===== src/rtl/vector_video_pkg.sv =====
// Shared types and constants for the Vector-06C video fetch path.
// Plane bytes live at {VRAM_BASE_BIT, plane, col, row} in SRAM page 0.
package vector_video_pkg;

  localparam int PLANE_COUNT = 4;
  localparam int COL_W       = 5;
  localparam int ROW_W       = 8;

  localparam logic VRAM_BASE_BIT = 1'b1;

  localparam logic [1:0] ST_IDLE = 2'd0;
  localparam logic [1:0] ST_REQ  = 2'd1;
  localparam logic [1:0] ST_READ = 2'd2;
  localparam logic [1:0] ST_DONE = 2'd3;

  typedef enum logic [1:0] {
    IDLE = ST_IDLE,
    REQ  = ST_REQ,
    READ = ST_READ,
    DONE = ST_DONE
  } fetch_state_e;

  // Low 16 address bits of one plane byte; callers zero-extend to the bus width.
  function automatic logic [15:0] plane_addr(input logic [1:0]       plane,
                                             input logic [COL_W-1:0] col,
                                             input logic [ROW_W-1:0] row);
    return {VRAM_BASE_BIT, plane, col, row};
  endfunction

endpackage


===== src/rtl/sram_fetch_pending.sv =====
// One-deep request buffer between the video timing and the fetch FSM.
// `VIDEO_VSCROLL_EN also stores the scroll offset sampled with the request.
module sram_fetch_pending
  import vector_video_pkg::*;
(
  input  logic             clk,
  input  logic             reset_n,
  input  logic             load,
  input  logic             consume,
  input  logic [COL_W-1:0] col_in,
  input  logic [ROW_W-1:0] row_in,
`ifdef VIDEO_VSCROLL_EN
  input  logic [ROW_W-1:0] vscroll_in,
  output logic [ROW_W-1:0] pend_vscroll,
`endif
  output logic             pend_valid,
  output logic [COL_W-1:0] pend_col,
  output logic [ROW_W-1:0] pend_row,
  output logic             overrun
);

  logic accept;

  // A full buffer still accepts when the FSM drains it on the same edge.
  assign accept = load && (!pend_valid || consume);

  always_ff @(posedge clk or negedge reset_n) begin
    if (!reset_n) begin
      pend_valid   <= 1'b0;
      pend_col     <= '0;
      pend_row     <= '0;
      overrun      <= 1'b0;
`ifdef VIDEO_VSCROLL_EN
      pend_vscroll <= '0;
`endif
    end else begin
      if (accept) begin
        pend_valid   <= 1'b1;
        pend_col     <= col_in;
        pend_row     <= row_in;
`ifdef VIDEO_VSCROLL_EN
        pend_vscroll <= vscroll_in;
`endif
      end else if (consume) begin
        pend_valid <= 1'b0;
      end
      if (load && !accept) begin
        overrun <= 1'b1;
      end
    end
  end

endmodule


===== src/rtl/sram_video_fetch.sv =====
// Video read client: arbitrates for the SRAM and returns four plane bytes per request.
// `VIDEO_VSCROLL_EN adds the vscroll input, added to the row modulo 256.
module sram_video_fetch
  import vector_video_pkg::*;
#(
  parameter int READ_WAIT = 2,
  parameter int ADDR_W    = 19
) (
  input  logic              clk,
  input  logic              reset_n,
  input  logic              fetch_req,
  input  logic [COL_W-1:0]  fetch_col,
  input  logic [ROW_W-1:0]  fetch_row,
`ifdef VIDEO_VSCROLL_EN
  input  logic [ROW_W-1:0]  vscroll,
`endif
  output logic              sram_req,
  input  logic              sram_gnt,
  output logic [ADDR_W-1:0] sram_addr,
  output logic              sram_oe_n,
  input  logic [7:0]        sram_dq_in,
  output logic [31:0]       video_word,
  output logic              word_valid,
  output logic              busy,
  output logic              overrun
);

  // state | meaning
  // IDLE  | nothing in flight, waiting for a pending request
  // REQ   | requesting the bus (also re-entered after grant loss)
  // READ  | OE low, walking planes 0..3, READ_WAIT cycles each
  // DONE  | video_word updated, word_valid high for this cycle

  localparam logic [2:0] WAIT_RELOAD = 3'(READ_WAIT - 1);

  fetch_state_e     state;
  logic [COL_W-1:0] work_col;
  logic [ROW_W-1:0] work_row;
  logic [1:0]       plane;
  logic [2:0]       wcnt;
  logic [7:0]       byte0, byte1, byte2;

  logic             pend_valid;
  logic             consume;
  logic [COL_W-1:0] pend_col;
  logic [ROW_W-1:0] pend_row;
  logic [ROW_W-1:0] start_row;

`ifdef VIDEO_VSCROLL_EN
  logic [ROW_W-1:0] pend_vscroll;
  assign start_row = pend_row + pend_vscroll;
`else
  assign start_row = pend_row;
`endif

  assign consume = pend_valid && (state == IDLE || state == DONE);

  sram_fetch_pending u_pending (
    .clk          (clk),
    .reset_n      (reset_n),
    .load         (fetch_req),
    .consume      (consume),
    .col_in       (fetch_col),
    .row_in       (fetch_row),
`ifdef VIDEO_VSCROLL_EN
    .vscroll_in   (vscroll),
    .pend_vscroll (pend_vscroll),
`endif
    .pend_valid   (pend_valid),
    .pend_col     (pend_col),
    .pend_row     (pend_row),
    .overrun      (overrun)
  );

  assign sram_req  = (state == REQ) || (state == READ);
  assign sram_oe_n = (state != READ);
  assign busy      = (state != IDLE);

  always_ff @(posedge clk or negedge reset_n) begin
    if (!reset_n) begin
      state      <= IDLE;
      work_col   <= '0;
      work_row   <= '0;
      plane      <= '0;
      wcnt       <= '0;
      byte0      <= '0;
      byte1      <= '0;
      byte2      <= '0;
      sram_addr  <= '0;
      video_word <= '0;
      word_valid <= 1'b0;
    end else begin
      word_valid <= 1'b0;
      case (state)
        IDLE: begin
          if (pend_valid) begin
            state    <= REQ;
            work_col <= pend_col;
            work_row <= start_row;
          end
        end
        REQ: begin
          if (sram_gnt) begin
            state     <= READ;
            plane     <= 2'd0;
            wcnt      <= WAIT_RELOAD;
            sram_addr <= ADDR_W'(plane_addr(2'd0, work_col, work_row));
          end
        end
        READ: begin
          // Losing the bus discards partial bytes; the fetch restarts at plane 0.
          if (!sram_gnt) begin
            state <= REQ;
            plane <= 2'd0;
          end else if (wcnt != 3'd0) begin
            wcnt <= wcnt - 3'd1;
          end else if (plane == 2'd3) begin
            video_word <= {sram_dq_in, byte2, byte1, byte0};
            word_valid <= 1'b1;
            state      <= DONE;
            plane      <= 2'd0;
          end else begin
            case (plane)
              2'd0:    byte0 <= sram_dq_in;
              2'd1:    byte1 <= sram_dq_in;
              default: byte2 <= sram_dq_in;
            endcase
            plane     <= plane + 2'd1;
            wcnt      <= WAIT_RELOAD;
            sram_addr <= ADDR_W'(plane_addr(plane + 2'd1, work_col, work_row));
          end
        end
        DONE: begin
          if (pend_valid) begin
            state    <= REQ;
            work_col <= pend_col;
            work_row <= start_row;
          end else begin
            state <= IDLE;
          end
        end
        default: state <= IDLE;
      endcase
    end
  end

endmodule

===== config.mk =====
export PLATFORM = sky130hd
export DESIGN_NAME = sram_video_fetch
export DESIGN_NICKNAME = d
export VERILOG_FILES = /design/src/rtl/vector_video_pkg.sv /design/src/rtl/sram_fetch_pending.sv /design/src/rtl/sram_video_fetch.sv
export SDC_FILE = /design/constraint.sdc
export NUM_CORES = 1
export LEC_CHECK = 0
export CORE_MARGIN = 5
export CORE_UTILIZATION = 45
export DETAILED_ROUTE_END_ITERATION = 8
export PLACE_DENSITY = 0.7
export RECOVER_POWER = 25
export SYNTH_ARGS = -nofsm -noshare
export SYNTH_HDL_FRONTEND = slang
export SYNTH_SLANG_ARGS = --single-unit
export TNS_END_PERCENT = 30

===== constraint.sdc =====
create_clock -name clk -period 6 [get_ports clk]
set_input_delay 1.2 -clock clk [delete_from_list [all_inputs] [get_ports clk]]
set_output_delay 1.2 -clock clk [all_outputs]
set_load 0.02 [all_outputs]

**Word-level counts from Yosys, hierarchy flattened**

Cells that the tools add are included.

- Flip-flop bits (word level): 111
- Input bits: 25
- Output and inout bits: 56
- Logic and storage cells: 87

- Add/sub/neg operators: 2
- Equal/unequal tests: 14
- Mux-type cells: 28
- Bitwise gates (word level): 3
- Reduce and logical (&&, ||, !) cells: 25

Operators by type and width:

| cell | number |
|---|---|
| 19-bit two-way mux | 4 |
| 19-bit one-hot mux with 2 select lines | 1 |
| 5-bit AND reduction | 4 |
| 2-bit two-way mux | 9 |
| 3-bit two-way mux | 4 |
| 4-bit AND reduction | 3 |
| 2-bit != test, second input constant | 5 |
| 2-bit one-hot mux with 4 select lines | 1 |
| 1-bit two-way mux | 7 |
| 2-bit equality test, second input constant | 3 |
| 3-bit != test, second input constant | 2 |
| 3-bit one-hot mux with 2 select lines | 1 |
| 2-bit nonzero test | 3 |
| 2-bit by 1-bit equality test with 1-bit output, second input constant | 2 |
| 2-bit logical NOT | 2 |
| 2-bit one-hot mux with 2 select lines | 1 |
| 2-bit OR reduction | 2 |
| 1-bit logical AND | 3 |
| 1-bit logical OR | 3 |
| 3-bit by 2-bit != test with 1-bit output, second input constant | 1 |
| 1-bit inverter | 3 |
| 3-bit AND reduction | 1 |
| 3-bit nonzero test | 1 |
| 3-bit by 1-bit subtractor with 3-bit output, second input constant | 1 |
| 4 further kinds | 5 |

**Logic depth before layout (Yosys ltp)**

Gate-level depths: netlist of run 1.

- Depth after elaboration: 7
- Mapped depth: 7
- Gate-level depth less buffers: 5

**Cells and area by module**

A second synthesis of run 1 with hierarchy kept.

- Cell total of the unflattened synthesis: 288
- Area, all modules: 4489.3 um^2

Modules (own cells, without submodules):

| module | instances | cells an instance | area an instance (um^2) | seq. area each (um^2) |
|---|---|---|---|---|
| sram_video_fetch | 1 | 254 | 3870.0 | 2327.2 |
| sram_fetch_pending | 1 | 34 | 619.3 | 375.4 |

**Least setup slack after synthesis of run 1**

Ideal clock, no wire load.

- Path type: input-to-reg
- From: input fetch_req
- To: register u_pending.pend_col[1]
- Library setup time: 125 ps
- Data arrival time: 2171 ps
- Data required time: 5875 ps
- Setup slack: 3704 ps
- Stages: 3
- Buffers on the path: 1
- Path through: a21boi_0 buf_2 mux2_2

- Word-level cells in the longest chain between the ends: 1

Ends and longest elaborated chain:

| element | line | text |
|---|---|---|
| from (decl) | sram_video_fetch.sv:11 | `input logic fetch_req,` |
| 1-bit logical AND | sram_fetch_pending.sv:25 | `assign accept = load && (!pend_valid \|\| consume);` |
| to (signal assigned) | sram_fetch_pending.sv:39 | `pend_col <= col_in;` |
| to (decl) | sram_fetch_pending.sv:17 | `output logic [COL_W-1:0] pend_col,` |

Every way passes these cells.
A chain may end at the register's enable or synchronous reset.

==> results of run 1 <==
-- power breakdown --
part           internal (mW)  switching (mW)
clock                  0.163           0.238
sequential             0.917           0.109
combinational          0.410           0.346
-- sequential cells by signal (all words and copies together) (netlist names) --
register	cells
plane	2
word_valid	1
byte1	8
state	2
work_row	8
byte0	8
u_pending.pend_row	8
work_col	5
byte2	8
video_word	32
wcnt	3
u_pending.pend_col	5
u_pending.pend_valid	1
u_pending.overrun	1
sram_addr	16
-- path summary, 6_finish.rpt --
| kind | cells after the start | from | end |
|---|---|---|---|
| worst max-delay path | 2 | reset_n | byte0[7] |
| worst min-delay path | 1 | sram_addr[15] | sram_addr[15] |
| worst max register to register | 5 | state[0] | u_pending.pend_row[5] |
| worst min register to register | 1 | sram_addr[15] | sram_addr[15] |
| max in group clk | 3 | state[1] | sram_req |
| min in group asynchronous | 1 | reset_n | state[0] |
-- synthesized netlist by cell type, types with 2 or more instances --
cell      number  area share, %
a21boi_0       2           0.34
a31o_2         3           0.60
buf_2          4           0.45
buf_4          5           0.85
buf_6          4            1.0
dfrtp_1      108             61
ha_1          10            2.8
inv_1          7           0.60
mux2_1        29            7.4
mux2_2        69             18
mux2i_1        2           0.45
nand2_1        6           0.51
nand2b_1       5           0.71
nand3_1        5           0.57
nor3_1         2           0.23
o211ai_1       2           0.34
o21ai_0        3           0.34
-- final cells by class --
class / count / area, um^2 / share of cell area (%)
Multi-Input combinational cell: 159 / 1590 / 29.2
Timing Repair Buffer: 80 / 783 / 14.4
Clock buffer: 11 / 141 / 2.59
Clock inverter: 5 / 36.3 / 0.666
Tap cell: 133 / 166 / 3.05
Inverter: 7 / 26.3 / 0.482
Sequential cell: 108 / 2700 / 49.6
-- kinds of logic after synthesis --
kind of cell,after synthesis,share of synthesized area (%)
and+or+nand+nor,28,4.11
AOI/OAI and AO/OA,18,3.43
muxes,100,25.4
other,1,0.0849
adders and majority gates,10,2.83
buffers and inverters,20,2.92
DFF,108,61.2
-- worst reg2reg max path, delay by kind of cell, from the launching register on --
kind	cells	cell delay (ps)
buf+inv	2	830
flops	1	420
mux	1	420
fa+ha+maj	1	360
compound gates	1	190
-- metal layers --
layer	up-vias	track usage, %
met1	1265	19.4
li1	1170	-
met2	64	20.4
met4	0	3.52
met3	5	5.03
met5	-	0
==> summary.txt, run 1 <==
Outcome
  – Status: finished, violations left
  – Failing checks: capacitance limit, slew limit

Clock tree
  – H-tree Lvls: 3
  – CTS tree: built
  – CTS buffer count: 9
  – Hold_buf cts: 0
  – CTS max path bufs: 2
  – Clk slew on worst S/H paths: 90 ps
  – CTS root buf: clkbuf_8
  – Gates resized, CTS repair: 0
  – Worst-Skew Late Latency: 360 ps
  – Post CTS Setup Buffer Count: 0
  – Clock sinks: 108

Finish
  – Commonest non-fill, non-tap cell in the layout: dfrtp_1
  – Fraction of layout cells with a size suffix above 1: 25.1%
  – Finished Core Util: 56.3%
  – Fill count: 823
  – Area grow syn2layout: 23.4%
  – Final nets: 400
  – Non-filler cells, final: 503
  – Antenna diode count: 0
  – Commonest non-fill, non-tap cells in the layout: 108 x dfrtp_1, 74 x clkdlybuf4s50_1, 69 x mux2_2
  – Post-route cell area: 0.00545 mm^2

STA
  – Setup slack after layout: 2630 ps
  – Final hold viol count: 0
  – Setup violators final: 0
  – Final TNS setup: 0 ps
  – Worst Max-Slew Pin Slew: 2380 ps
  – Final period utilization: 56.2%
  – Slew HR: -58.6%
  – Fin crit period: 3370 ps
  – Slew Viols, Final: 46
  – Worst clock skew: 12.8 ps
  – Min Hold Slack: 470 ps
  – RSZ-0062 raised after global routing: false
  – Highest Clock Rate: 0.297 GHz

Floorplanning
  – Die height: 109 um
  – Io pins: 81
  – FP Rows: 36
  – Die Area: 0.0119 mm^2
  – Die Wd: 109 um
  – Initial core utilization: 45.6%
  – Core area: 0.00968 mm^2

Worst setup path
  – CP Data Required Time: 6400 ps
  – Critical path buffers and inverters: 2
  – Critical Path Start Type: input pin
  – WS Path Type: input pin to asynchronous set/reset pin
  – Slowest cell on crit path: clkbuf_1
  – Critical path fanouts, max: 64
  – Worst Path Arrival: 3770 ps
  – Family with the most delay on the worst path: buffers and inverters
  – R2R Setup Slk: 3670 ps
  – Setup crit end kind: asynchronous set/reset pin
  – Largest stage delay, worst path: 1660 ps
  – Worst path cell trace: clkbuf_1 -> buf_4

Placed design
  – Port Buf Inserts: 77
  – Dpl ws: 2800 ps
  – DP Area: 0.00528 mm^2
  – Post-DP HPWL: 5420 um
  – GPL Wtd Cong: 0.790
  – DP Cell Count: 487

Drt
  – DRT met1 WL: 3540 um
  – Post-Route WL: 7780 um
  – Vias/cell: 4.98
  – Routed wire length per instance: 15.5 um
  – DRC Markers: 0
  – DRT iter0 DRCs: 75
  – Uppermost layer routed: met4
  – WL met3: 610 um
  – Met2 WL: 3580 um
  – Vias: 2504
  – Remaining antenna violation count: 0
  – Drt pass-1 iters: 4

Synth
  – Syn avg cell area: 15.5 um^2
  – Unique masters post-synth: 36
  – Ys flop type: dfrtp_1
  – Instance count of the mapped netlist: 285
  – Number of enable flip-flop cells after synthesis: 0
  – Synth warn: 0
  – Register area share after synthesis: 61.2%
  – Mapped cell area: 0.00442 mm^2
  – Share of flip-flops with an asynchronous set or reset: 100%
  – Number of synthesized register bits: 108

Global routing
  – Number of global-route vias before repair: 2560
  – First-pass GRT wire length: 12900 um
  – Total track usage: 13.8%
  – Largest net degree at the start of global routing: 65
  – Congestion Overflow GR: 0
  – Antenna violations before repair: 0

Power and ir drop
  – Pwr Density: 401 mW/mm^2
  – Leakage: 2.48 nW
  – Final Power: 2.18 mW
  – Max VDD drop: 0.000241 V

Flow run
  – Number of maximum-capacitance violations: 1

Min path
  – Hold Crit Class: register to register
No activity file was read; power rests on OpenSTA's default activity.
==> run 2, diff against run 1 <==
==> constraint.sdc (replaced) <==
create_clock -name clk -period 3.3 [get_ports clk]
set_input_delay 0.66 -clock clk [delete_from_list [all_inputs] [get_ports clk]]
set_output_delay 0.66 -clock clk [all_outputs]
set_load 0.02 [all_outputs]
==> summary.txt, run 2 (synthesized netlist as in run 1, its figures left out) <==
Outcome
  – Status: finished, violations left (unchanged)
  – Failing checks: capacitance limit, slew limit (unchanged)

STA
  – Setup violators final: 0 (unchanged)
  – Setup slack after layout: 581 ps (was 2630 ps)
  – RSZ-0062 raised after global routing: false (unchanged)
  – Final hold viol count: 0 (unchanged)
  – Min Hold Slack: 472 ps (was 470 ps)
  – Final TNS setup: 0 ps (unchanged)
  – Final period utilization: 82.4%
  – Highest Clock Rate: 0.368 GHz
  – Worst Max-Slew Pin Slew: 2440 ps (was 2380 ps)
  – Worst clock skew: 19.0 ps (was 12.8 ps)
  – Slew HR: -62.6% (was -58.6%)
  – Fin crit period: 2720 ps
  – Slew Viols, Final: 45 (was 46)

Finish
  – Post-route cell area: 0.00548 mm^2 (was 0.00545 mm^2)
  – Commonest non-fill, non-tap cell in the layout: dfrtp_1 (unchanged)
  – Max reg flops: 32 (unchanged)
  – Antenna diode count: 0 (unchanged)
  – Biggest register: video_word (unchanged)
  – Commonest non-fill, non-tap cells in the layout: 108 x dfrtp_1, 76 x clkdlybuf4s50_1, 69 x mux2_2 (was 108 x dfrtp_1, 74 x clkdlybuf4s50_1, 69 x mux2_2)
  – Non-filler cells, final: 503 (unchanged)
  – Top flop regs: video_word (32), sram_addr (16) (unchanged)
  – Fraction of layout cells with a size suffix above 1: 25.7% (was 25.1%)
  – Area grow syn2layout: 24.1% (was 23.4%)
  – Finished Core Util: 56.6% (was 56.3%)
  – Final nets: 400 (unchanged)

Drt
  – Remaining antenna violation count: 0 (unchanged)
  – Vias: 2478 (was 2504)
  – Drt pass-1 iters: 4 (unchanged)
  – Vias/cell: 4.93 (was 4.98)
  – Routed wire length per instance: 15.6 um (was 15.5 um)
  – DRT iter0 DRCs: 100 (was 75)
  – DRC Markers: 0 (unchanged)
  – Post-Route WL: 7820 um (was 7780 um)

Power and ir drop
  – Leakage: 2.50 nW (was 2.48 nW)
  – Final Power: 4.03 mW (was 2.18 mW)
  – Max VDD drop: 0.000513 V (was 0.000241 V)
  – Pwr Density: 735 mW/mm^2 (was 401 mW/mm^2)

Clock tree
  – Post CTS Setup Buffer Count: 0 (unchanged)
  – Hold_buf cts: 0 (unchanged)
  – CTS tree: built (unchanged)
  – CTS root buf: clkbuf_8 (unchanged)
  – Gates resized, CTS repair: 0 (unchanged)
  – Clock sinks: 108 (unchanged)
  – Clk slew on worst S/H paths: 110 ps (was 90 ps)
  – Worst-Skew Late Latency: 350 ps (was 360 ps)
  – CTS buffer count: 9 (unchanged)
  – H-tree Lvls: 3 (unchanged)
  – CTS max path bufs: 2 (unchanged)

Floorplanning
  – Die Wd: 109 um (unchanged)
  – Initial core utilization: 45.6% (unchanged)
  – Die Area: 0.0119 mm^2 (unchanged)
  – Io pins: 81 (unchanged)
  – Die height: 109 um (unchanged)
  – Core area: 0.00968 mm^2 (unchanged)
  – FP Rows: 36 (unchanged)

Worst setup path
  – Setup crit end kind: primary output (was asynchronous set/reset pin)
  – Critical path buffers and inverters: 2 (unchanged)
  – Slowest cell on crit path: clkdlybuf4s50_1 (was clkbuf_1)
  – R2R Setup Slk: 980 ps (was 3670 ps)
  – R2r worst-path depth: 5 (unchanged)
  – Critical R2R Capture: byte2[3] (was u_pending.pend_row[5])
  – CP Data Required Time: 2640 ps (was 6400 ps)
  – RR Startpoint: state[0] (unchanged)
  – Critical Path Start Type: register (was input pin)
  – Worst Path Arrival: 2060 ps (was 3770 ps)
  – Largest stage delay, worst path: 660 ps (was 1660 ps)
  – Worst path cell trace: inv_1 -> ha_1 -> clkdlybuf4s50_1 (was clkbuf_1 -> buf_4)
  – WS Path Type: register to primary output (was input pin to asynchronous set/reset pin)
  – Critical path fanouts, max: 8 (was 64)
  – Family with the most delay on the worst path: buffers and inverters (unchanged)

Min path
  – Hold Crit Start: sram_addr[15] (unchanged)
  – Hold Crit Depth: 1 (unchanged)
  – Endpoint of the worst hold path: sram_addr[15] (unchanged)
  – Hold Crit Class: register to register (unchanged)

Global routing
  – Largest net degree at the start of global routing: 65 (unchanged)
  – First-pass GRT wire length: 12900 um (about the same)
  – Antenna violations before repair: 0 (unchanged)
  – Congestion Overflow GR: 0 (unchanged)
  – Number of global-route vias before repair: 2536 (was 2560)
  – Total track usage: 13.8% (about the same)

Placed design
  – Dpl ws: 604 ps (was 2800 ps)
  – DP Cell Count: 487 (unchanged)
  – DP Area: 0.00529 mm^2 (was 0.00528 mm^2)
  – Port Buf Inserts: 77 (unchanged)
  – GPL Wtd Cong: 0.798 (was 0.790)
  – Post-DP HPWL: 5430 um (was 5420 um)

Flow run
  – Number of maximum-capacitance violations: 1 (unchanged)
==> run 2: routing by layer <==
metal  part of all wire, %  global-route usage, %  vias to the layer above  wire [um]
met4                  0.64                   3.52                        0         50
met5                     0                      0                        -          0
met1                    48                   19.8                     1243       3750
li1                      -                      -                     1161          -
met3                   6.9                   4.20                        5        540
met2                    44                   20.4                       69       3480
==> run 2: layout make-up <==
class	count	area [um^2]
clock buffers	11	151
fillers	808	4200
well taps	133	166
inverters	7	26.3
multi-input cells	159	1590
repair buffers	80	800
flip-flops and latches	108	2700
clock inverters	5	43.8
==> run 2: power breakdown <==
| part | leakage, nW | switching [mW] | total (mW) | internal [mW] |
|---|---|---|---|---|
| clock | 0.0941 | 0.450 | 0.776 | 0.326 |
| combinational | 1.02 | 0.636 | 1.39 | 0.752 |
| sequential | 1.39 | 0.199 | 1.87 | 1.67 |
| total | 2.50 | 1.29 | 4.03 | 2.75 |
==> run 2: worst max path at each step <==
| stage | start | end | slack [ps] | cells past startpoint |
|---|---|---|---|---|
| 2_1_floorplan | state[0] | u_pending.pend_col[1] | 1220 | 5 |
| 3_3_place_gp | sram_gnt | byte2[7] | 700 | 4 |
| 3_5_place_dp | sram_gnt | byte2[3] | 600 | 4 |
| 4_1_cts | state[0] | sram_req | 570 | 3 |
| 5_1_grt | reset_n | plane[0] | 290 | 1 |
| 6_report | state[0] | sram_req | 580 | 3 |
==> run 2: worst register-to-register path, cell delays in order, from the launching register on <==
cell,delay [ps]
dfrtp_1,440
inv_1,210
ha_1,390
nand2_1,160
nor4_4,580
mux2_2,410
